<file path="src/rtl/uart_tx_arbiter_if.sv">
// Requester/transmitter-side signal bundle for uart_tx_arbiter.
// The slave modport is the arbiter view; master is the requesters plus uarttx core view.
interface uart_tx_arbiter_if #(
    parameter int unsigned NREQ = 4
);
    logic [NREQ-1:0]   req_valid;
    logic [8*NREQ-1:0] req_data;
    logic [NREQ-1:0]   req_ready;
    logic [NREQ-1:0]   req_done;
    logic              newd;
    logic [7:0]        tx_data;
    logic              donetx;
    logic              busy;
    logic [2:0]        grant_id;
    logic              err;

    modport slave (
        input  req_valid, req_data, donetx,
        output req_ready, req_done, newd, tx_data, busy, grant_id, err
    );

    modport master (
        output req_valid, req_data, donetx,
        input  req_ready, req_done, newd, tx_data, busy, grant_id, err
    );
endinterface

</file>
<file path="src/rtl/uart_tx_arbiter.sv">
// Round-robin arbiter sharing one uarttx core between NREQ byte requesters.
// Optional WAIT_DONE timeout with sticky err is enabled by defining UART_ARB_TIMEOUT_EN.
module uart_tx_arbiter #(
    parameter int unsigned NREQ           = 4,
    parameter int unsigned HOLD_CYCLES    = 110,
    parameter int unsigned TIMEOUT_CYCLES = 4096
) (
    input logic              clk,
    input logic              rst,
    uart_tx_arbiter_if.slave arb_io
);
    localparam int unsigned HoldW = $clog2(HOLD_CYCLES + 1);

    typedef enum logic [1:0] {StIdle, StLoad, StWaitDone, StRelease} state_e;

    state_e            state_q;
    logic              newd_q;
    logic [7:0]        tx_data_q;
    logic [NREQ-1:0]   req_ready_q;
    logic [NREQ-1:0]   req_done_q;
    logic [2:0]        grant_q;
    logic [HoldW-1:0]  hold_q;
    logic              donetx_q;
    logic              done_edge;

    logic              hi_found;
    logic              any_valid;
    logic [2:0]        hi_idx;
    logic [2:0]        lo_idx;
    logic [2:0]        win_idx;

    // Lowest requester above the last grant wins; otherwise wrap to the lowest overall.
    always_comb begin
        hi_found  = 1'b0;
        any_valid = 1'b0;
        hi_idx    = '0;
        lo_idx    = '0;
        for (int i = NREQ - 1; i >= 0; i--) begin
            if (arb_io.req_valid[i]) begin
                any_valid = 1'b1;
                lo_idx    = 3'(i);
                if (i > int'(grant_q)) begin
                    hi_found = 1'b1;
                    hi_idx   = 3'(i);
                end
            end
        end
        win_idx = hi_found ? hi_idx : lo_idx;
    end

    assign done_edge = arb_io.donetx & ~donetx_q;

`ifdef UART_ARB_TIMEOUT_EN
    localparam int unsigned TmoW = $clog2(TIMEOUT_CYCLES + 1);
    logic [TmoW-1:0] tmo_q;
    logic            err_q;
    assign arb_io.err = err_q;
`else
    logic unused_tmo_cfg;
    assign unused_tmo_cfg = ^TIMEOUT_CYCLES;
    assign arb_io.err     = 1'b0;
`endif

    always_ff @(posedge clk or posedge rst) begin
        if (rst) begin
            state_q     <= StIdle;
            newd_q      <= 1'b0;
            tx_data_q   <= 8'h00;
            req_ready_q <= '0;
            req_done_q  <= '0;
            grant_q     <= 3'(NREQ - 1);
            hold_q      <= '0;
            donetx_q    <= 1'b0;
`ifdef UART_ARB_TIMEOUT_EN
            tmo_q       <= '0;
            err_q       <= 1'b0;
`endif
        end else begin
            donetx_q    <= arb_io.donetx;
            req_ready_q <= '0;
            req_done_q  <= '0;
            unique case (state_q)
                StIdle: begin
                    if (any_valid) begin
                        req_ready_q <= NREQ'(1) << win_idx;
                        tx_data_q   <= arb_io.req_data[8*win_idx +: 8];
                        grant_q     <= win_idx;
                        newd_q      <= 1'b1;
                        hold_q      <= '0;
                        state_q     <= StLoad;
                    end
                end
                StLoad: begin
                    if (hold_q == HoldW'(HOLD_CYCLES - 1)) begin
                        newd_q  <= 1'b0;
                        state_q <= StWaitDone;
`ifdef UART_ARB_TIMEOUT_EN
                        tmo_q   <= '0;
`endif
                    end else begin
                        hold_q <= hold_q + 1'b1;
                    end
                end
                StWaitDone: begin
                    if (done_edge) begin
                        state_q <= StRelease;
`ifdef UART_ARB_TIMEOUT_EN
                    end else if (tmo_q == TmoW'(TIMEOUT_CYCLES - 1)) begin
                        err_q   <= 1'b1;
                        state_q <= StRelease;
                    end else begin
                        tmo_q <= tmo_q + 1'b1;
`endif
                    end
                end
                StRelease: begin
                    req_done_q <= NREQ'(1) << grant_q;
                    state_q    <= StIdle;
                end
                default: state_q <= StIdle;
            endcase
        end
    end

    assign arb_io.req_ready = req_ready_q;
    assign arb_io.req_done  = req_done_q;
    assign arb_io.newd      = newd_q;
    assign arb_io.tx_data   = tx_data_q;
    assign arb_io.grant_id  = grant_q;
    assign arb_io.busy      = (state_q != StIdle);
endmodule

</file>
<file path="src/flat_wrapper.sv">
// flat-port wrapper written by rule: the top's interface ports become plain ports
module uart_tx_arbiter_flat 
#(
    parameter int unsigned NREQ           = 4,
    parameter int unsigned HOLD_CYCLES    = 110,
    parameter int unsigned TIMEOUT_CYCLES = 4096
)
  (clk, rst, arb_io_req_valid, arb_io_req_data, arb_io_donetx, arb_io_req_ready, arb_io_req_done, arb_io_newd, arb_io_tx_data, arb_io_busy, arb_io_grant_id, arb_io_err);
  uart_tx_arbiter_if #(.NREQ(NREQ)) arb_io_i ();
  input logic clk;
  input logic rst;
  input wire logic [$bits(arb_io_i.req_valid)-1:0] arb_io_req_valid;
  input wire logic [$bits(arb_io_i.req_data)-1:0] arb_io_req_data;
  input wire logic [$bits(arb_io_i.donetx)-1:0] arb_io_donetx;
  output wire logic [$bits(arb_io_i.req_ready)-1:0] arb_io_req_ready;
  output wire logic [$bits(arb_io_i.req_done)-1:0] arb_io_req_done;
  output wire logic [$bits(arb_io_i.newd)-1:0] arb_io_newd;
  output wire logic [$bits(arb_io_i.tx_data)-1:0] arb_io_tx_data;
  output wire logic [$bits(arb_io_i.busy)-1:0] arb_io_busy;
  output wire logic [$bits(arb_io_i.grant_id)-1:0] arb_io_grant_id;
  output wire logic [$bits(arb_io_i.err)-1:0] arb_io_err;
  assign arb_io_i.req_valid = arb_io_req_valid;
  assign arb_io_i.req_data = arb_io_req_data;
  assign arb_io_i.donetx = arb_io_donetx;
  assign arb_io_req_ready = arb_io_i.req_ready;
  assign arb_io_req_done = arb_io_i.req_done;
  assign arb_io_newd = arb_io_i.newd;
  assign arb_io_tx_data = arb_io_i.tx_data;
  assign arb_io_busy = arb_io_i.busy;
  assign arb_io_grant_id = arb_io_i.grant_id;
  assign arb_io_err = arb_io_i.err;
  uart_tx_arbiter #(.NREQ(NREQ), .HOLD_CYCLES(HOLD_CYCLES), .TIMEOUT_CYCLES(TIMEOUT_CYCLES)) u_core (.clk(clk), .rst(rst), .arb_io(arb_io_i));
endmodule
</file>
<file path="config.mk">
export PLATFORM = sky130hd
export DESIGN_NAME = uart_tx_arbiter_flat
export DESIGN_NICKNAME = d
export VERILOG_FILES = /design/src/rtl/uart_tx_arbiter_if.sv /design/src/rtl/uart_tx_arbiter.sv /design/src/flat_wrapper.sv
export SDC_FILE = /design/constraint.sdc
export NUM_CORES = 1
export LEC_CHECK = 0
export CAP_MARGIN = 20
export CORE_MARGIN = 2
export CORE_UTILIZATION = 25
export CTS_BUF_LIST = sky130_fd_sc_hd__clkbuf_2 sky130_fd_sc_hd__clkbuf_4 sky130_fd_sc_hd__clkbuf_8
export CTS_CLUSTER_SIZE = 25
export DETAILED_ROUTE_END_ITERATION = 6
export PLACE_DENSITY = 0.48
export SLEW_MARGIN = 10
export SYNTH_ARGS = -nofsm -noshare
export SYNTH_HDL_FRONTEND = slang
export SYNTH_SLANG_ARGS = --single-unit
</file>
<file path="constraint.sdc">
create_clock -name clk -period 2.75 [get_ports clk]
set_input_delay 0.4125 -clock clk [delete_from_list [all_inputs] [get_ports clk]]
set_output_delay 0.4125 -clock clk [all_outputs]
set_load 0.05 [all_outputs]
</file>
# After elaboration in Yosys (flattened, before gate mapping)
# Index checks and enable logic that the tools add are counted.
totals:
  output_inout_bits: 22
  ff_bits: 30
  input_bits: 39
  wordCells: 66
classes:
  n_lt_le_gt_ge: 3
  shifts: 3
  reduce_logical: 7
  eq_ne: 8
  add_sub_neg: 1
  n_mux: 34
  bitwise_logic: 2
op_table:
  columns: ["operator", "count"]
  rows:
  - ["indexed part select 32 x 7 -> 8 bit", 1]
  - ["two-way mux 3 bit", 6]
  - ["two-way mux 2 bit", 8]
  - ["two-way mux 7 bit", 2]
  - ["case mux 7 bit (2 select lines)", 1]
  - ["two-way mux 1 bit", 12]
  - ["two-way mux 4 bit", 3]
  - ["AND reduction 3 bit", 3]
  - ["case mux 2 bit (4 select lines)", 1]
  - ["<< shifter 1 x 3 -> 4 bit (first input constant)", 2]
  - ["adder 7 x 1 -> 7 bit (second input constant)", 1]
  - ["equality test 7 bit (second input constant)", 1]
  - ["greater-than comparator 2 x 3 -> 1 bit (first input constant)", 2]
  - ["inequality test 2 x 1 -> 1 bit (second input constant)", 3]
  - ["equality test 2 bit (second input constant)", 2]
  - ["nonzero test 2 bit", 2]
  - ["greater-than comparator 1 x 3 -> 1 bit (first input constant)", 1]
  - ["equality test 2 x 1 -> 1 bit (second input constant)", 1]
  - ["zero test 2 bit", 1]
  - ["inequality test 2 bit (second input constant)", 1]
  - ["case mux 1 bit (2 select lines)", 1]
  - ["AND reduction 2 bit", 1]
  - ["bitwise AND 1 bit", 1]
  - ["NOT 1 bit", 1]

# Longest topological paths before layout
logic_depth:
  depth_word: 11
  ltp_mapped: 8
  depth_no_buf: 7

# Worst setup path after synthesis
# No wires, ideal clock.
synth_path:
  kind: "reg-to-reg"
  startpoint: "register u_core.grant_q[0] (netlist: u_core.arb_io.grant_id[0])"
  endpoint: "register u_core.tx_data_q[0] (netlist: u_core.arb_io.tx_data[0])"
  setup_time_ns: 0.138
  synth_period_minus_slack_ns: 1.890
  path_buffers: 2
  t_arrival_ns: 1.753
  path_slack_ns: 0.860
  stages_incl_launch_ff: 8
  required_ns: 2.612
  cell_sequence: "dfstp_2 > buf_4 > nor2b_4 > o21a_1 > nor3_2 > buf_6 > mux2i_1 > a221oi_2"
synth_via:
  elab_chain_len: 9
  word_cells_on_any_way: 17
  cone_classes: "3 x order compare; 1 x shift; 13 x mux"
synth_lines:
  columns: ["item", "line", "rtl"]
  rows:
  - ["start: declaration", "uart_tx_arbiter.sv:21", "logic [2:0] grant_q;"]
  - ["start signal: assignment", "uart_tx_arbiter.sv:71", "grant_q <= 3'(NREQ - 1);"]
  - ["start signal: assignment", "uart_tx_arbiter.sv:87", "grant_q <= win_idx;"]
  - ["greater-than comparator 2 x 3 -> 1 bit", "uart_tx_arbiter.sv:42", "if (i > int'(grant_q)) begin"]
  - ["two-way mux 2 bit or two-way mux 1 bit (tied branches)", "uart_tx_arbiter.sv:42", null]
  - ["two-way mux 3 bit or two-way mux 1 bit (tied branches)", "uart_tx_arbiter.sv:39", "if (arb_io.req_valid[i]) begin"]
  - ["two-way mux 3 bit or two-way mux 1 bit (tied branches)", "uart_tx_arbiter.sv:42", null]
  - ["two-way mux 3 bit or two-way mux 1 bit (tied branches)", "uart_tx_arbiter.sv:39", null]
  - ["two-way mux 3 bit or two-way mux 1 bit (tied branches)", "uart_tx_arbiter.sv:42", null]
  - ["two-way mux 3 bit or two-way mux 1 bit (tied branches)", "uart_tx_arbiter.sv:39", null]
  - ["two-way mux 3 bit *", "uart_tx_arbiter.sv:48", "win_idx = hi_found ? hi_idx : lo_idx;"]
  - ["indexed part select 32 x 7 -> 8 bit *", "uart_tx_arbiter.sv:86", "tx_data_q <= arb_io.req_data[8*win_idx +: 8];"]
  - ["end signal: assignment", "uart_tx_arbiter.sv:86", null]
  - ["end: declaration", "uart_tx_arbiter.sv:18", "logic [7:0] tx_data_q;"]
# Every way passes the cells marked *; elsewhere a longest branch is shown, timed or not.
# A chain may end at the register's enable or synchronous reset.

# Final worst setup path
layout_path:
  startpoint: "register u_core.state_q[0]"
  endpoint: "output arb_io_busy"
layout_via:
  elab_chain_len: 1
layout_lines:
  columns: ["item", "line", "rtl"]
  rows:
  - ["start: declaration", "uart_tx_arbiter.sv:16", "state_e state_q;"]
  - ["start signal: assignment", "uart_tx_arbiter.sv:66", "state_q <= StIdle;"]
  - ["start signal: assignment", "uart_tx_arbiter.sv:90", "state_q <= StLoad;"]
  - ["start signal: assignment", "uart_tx_arbiter.sv:96", "state_q <= StWaitDone;"]
  - ["nonzero test 2 bit", "uart_tx_arbiter.sv:130", "assign arb_io.busy = (state_q != StIdle);"]
  - ["end: declaration", "flat_wrapper.sv:19", "output wire logic [$bits(arb_io_i.busy)-1:0] arb_io_busy;"]
# No other way between the ends.

==> impl_metrics.json <==
{
  "synthFlopType": "dfrtp_1",
  "max-slew-margin-rel": 0.604,
  "holdWs_ns": 0.427,
  "cts_sinks": 29,
  "cts_setup_buffers": 0,
  "coreArea_um2": 6420,
  "hold_viol_final": 0,
  "finalPower_mw": 2.74,
  "yosysSeqAreaShare": 0.434,
  "place_congestion": 0.755,
  "finalSetupTns_ns": 0,
  "hold_buffers": 0,
  "finish.net_count": 273,
  "drc": 0,
  "post_synth.cell_area_avg_um2": 10.2,
  "finalCriticalPeriod_ns": 2.39,
  "root_buffer": "clkbuf_8",
  "start_util": 0.261,
  "cts_tree": "built",
  "io_buffers": 58,
  "antenna_found_initial": 0,
  "busiest_layer": "met2",
  "drive_gt1_frac": 0.122,
  "num_rows": 29,
  "dieArea_um2": 7380,
  "multi_input_area_um2": 870,
  "crit_type": "flip-flop to output port",
  "cts.htree.levels": 2,
  "yosys.area.top_type": "dfrtp_1",
  "fin_crit_sh": 0.868,
  "use_met1": 0.163,
  "grt_overflow": 0,
  "die_h_um": 85.9,
  "viasPerCell": 4.62,
  "ant_nets": 0,
  "arrival_ns": 1.97,
  "io_pins": 61,
  "grt_pass1_wl_um": 7220,
  "crit_fanout": 6,
  "async_reset_ff_frac": 1.00,
  "hold_class": "input pin to async pin",
  "use_met3": 0.0414,
  "drv_cap": 0,
  "clockBufferDepth": 2,
  "status": "completed",
  "synth_edf_count": 0,
  "slew_viol_final": 0,
  "syn2layout_area_growth_pct": 47.1,
  "cp.required_ns": 2.34,
  "track_usage": 0.127,
  "cts_resized": 0,
  "start_kind": "flip-flop",
  "dp_hpwl_um": 3370,
  "synthCells": 164,
  "ys_top_cells_by_count": "dfrtp_1 (27), nor2_1 (19), nand2_1 (13)",
  "power_per_cell_area_nw_per_um2": 1110,
  "use_met2": 0.195,
  "clock_latency_ns": 0.29,
  "synth_top_area_frac": 0.403,
  "avgRoutedWirePerCell_um": 14.3,
  "yosysWarnings": 0,
  "fillers": 668,
  "n_antenna_cell": 0,
  "max_freq_mhz": 419,
  "cts_buffers": 5,
  "dr.pass1.iters": 4,
  "grt_max_degree": 14,
  "die_x_um": 85.9,
  "synth_cell_type_count": 44,
  "vdd_drop_max_mv": 0.443,
  "synth.area.top_cells": "dfrtp_1 (40%), mux2i_1 (4.8%), a221oi_2 (4.5%)",
  "wirelength_um": 4380,
  "rsz0062_at_grt": "false",
  "dr_total_vias": 1414,
  "crit_path_end_kind": "output port",
  "ys_ff_latch": 29,
  "netlist_area_um2": 1680,
  "register_area_um2": 728,
  "path_clk_slew_ns": 0.07,
  "drt_iter0_markers": 47,
  "setup_viol": 0,
  "worst_pin_slew_ns": 0.591,
  "synth_most_common_cell": "dfrtp_1",
  "grt_pass1_vias": 1418,
  "power_leakage_nw": 1.08,
  "final.setup_skew_ns": 0.00952
}
==> flip-flops by register name, indices dropped and copies added (netlist names) <==
name                     flops
u_core.arb_io.grant_id       2
u_core.arb_io.newd           1
u_core.arb_io.req_done       4
u_core.arb_io.tx_data        8
u_core.state_q               2
u_core.donetx_q              1
u_core.arb_io.req_ready      4
u_core.hold_q                7
==> worst paths after layout <==
| path | start | end | slack [ns] | cells past startpoint |
|---|---|---|---|---|
| min | rst | u_core.arb_io.req_ready[2] | 0.43 | 2 |
| min in group clk | u_core.arb_io.tx_data[7] | u_core.arb_io.tx_data[7] | 0.50 | 2 |
| max reg2reg | u_core.arb_io.grant_id[0] | u_core.arb_io.tx_data[5] | 0.79 | 5 |
| min reg2reg | u_core.arb_io.tx_data[7] | u_core.arb_io.tx_data[7] | 0.50 | 2 |
| max in group asynchronous | rst | u_core.arb_io.grant_id[0] | 1.70 | 3 |
| max | u_core.state_q[0] | arb_io_busy | 0.36 | 4 |
==> cell usage in the layout (no fill, tap or decap), types with 2 or more instances in the layout <==
master / n
clkdlybuf4s50_1: 58
dfrtp_1: 27
nor2_1: 19
nand2_1: 13
mux2i_1: 8
o21ai_0: 6
o22ai_1: 6
inv_1: 6
ha_1: 6
nand4_1: 5
xor2_1: 5
a221oi_2: 5
clkbuf_8: 5
buf_4: 5
nand2b_1: 4
and3_1: 4
a21oi_1: 4
and2_1: 3
a21o_1: 3
nand3_1: 3
o21ai_1: 2
o21a_1: 2
nor2b_1: 2
o211ai_1: 2
o31ai_1: 2
conb_1: 2
bufinv_16: 2
dfstp_2: 2
==> power by group <==
| part | total (mW) | internal, mW | leakage (nW) | switching (mW) |
|---|---|---|---|---|
| Sequential | 0.713 | 0.585 | 0.364 | 0.128 |
| Combinational | 1.49 | 0.565 | 0.645 | 0.923 |
| Clock | 0.540 | 0.360 | 0.0681 | 0.181 |
==> kinds of logic after synthesis <==
family / Yosys count / share of synthesized area
AND/OR/NAND/NOR: 60 / 0.193
buffers and inverters: 13 / 0.0500
AO/OA/AOI/OAI: 41 / 0.195
multiplexers: 9 / 0.0544
XOR/XNOR: 5 / 0.0261
flip-flops: 29 / 0.434
other: 1 / 0.00223
adder cells (fa/ha/maj): 6 / 0.0447
==> layout make-up <==
type                       count  share of cell area
timing repair buffer          63               0.250
sequential                    29               0.295
inverter                       6             0.00912
tap                           77              0.0390
clock inverter                 3              0.0264
clock buffer                   5              0.0279
multi-input combinational    123               0.352
==> stage by stage <==
step / setup slack, ns / util / cells / instance area, µm²
finish: 0.364 / 0.384 / 306 / 2470
global route: 0.251 / 0.384 / 306 / 2470
CTS: 0.345 / 0.384 / 306 / 2470
detailed placement: 0.354 / 0.364 / 298 / 2330
global placement: 0.408 / 0.364 / 298 / 2330
floorplan: 0.860 / - / 165 / 1680
==> worst max-delay path: stages, from the launching register on <==
cell             delay (ns)
dfrtp_1                0.40
inv_1                  0.08
ha_1                   0.26
inv_1                  0.14
clkdlybuf4s50_1        0.81
==> metal layers <==
layer	wire (µm)	part of all wire
met5	0	0
met3	322	0.073
met4	75	0.017
met2	1920	0.44
met1	2070	0.47
(Power assumes the default switching activity.)
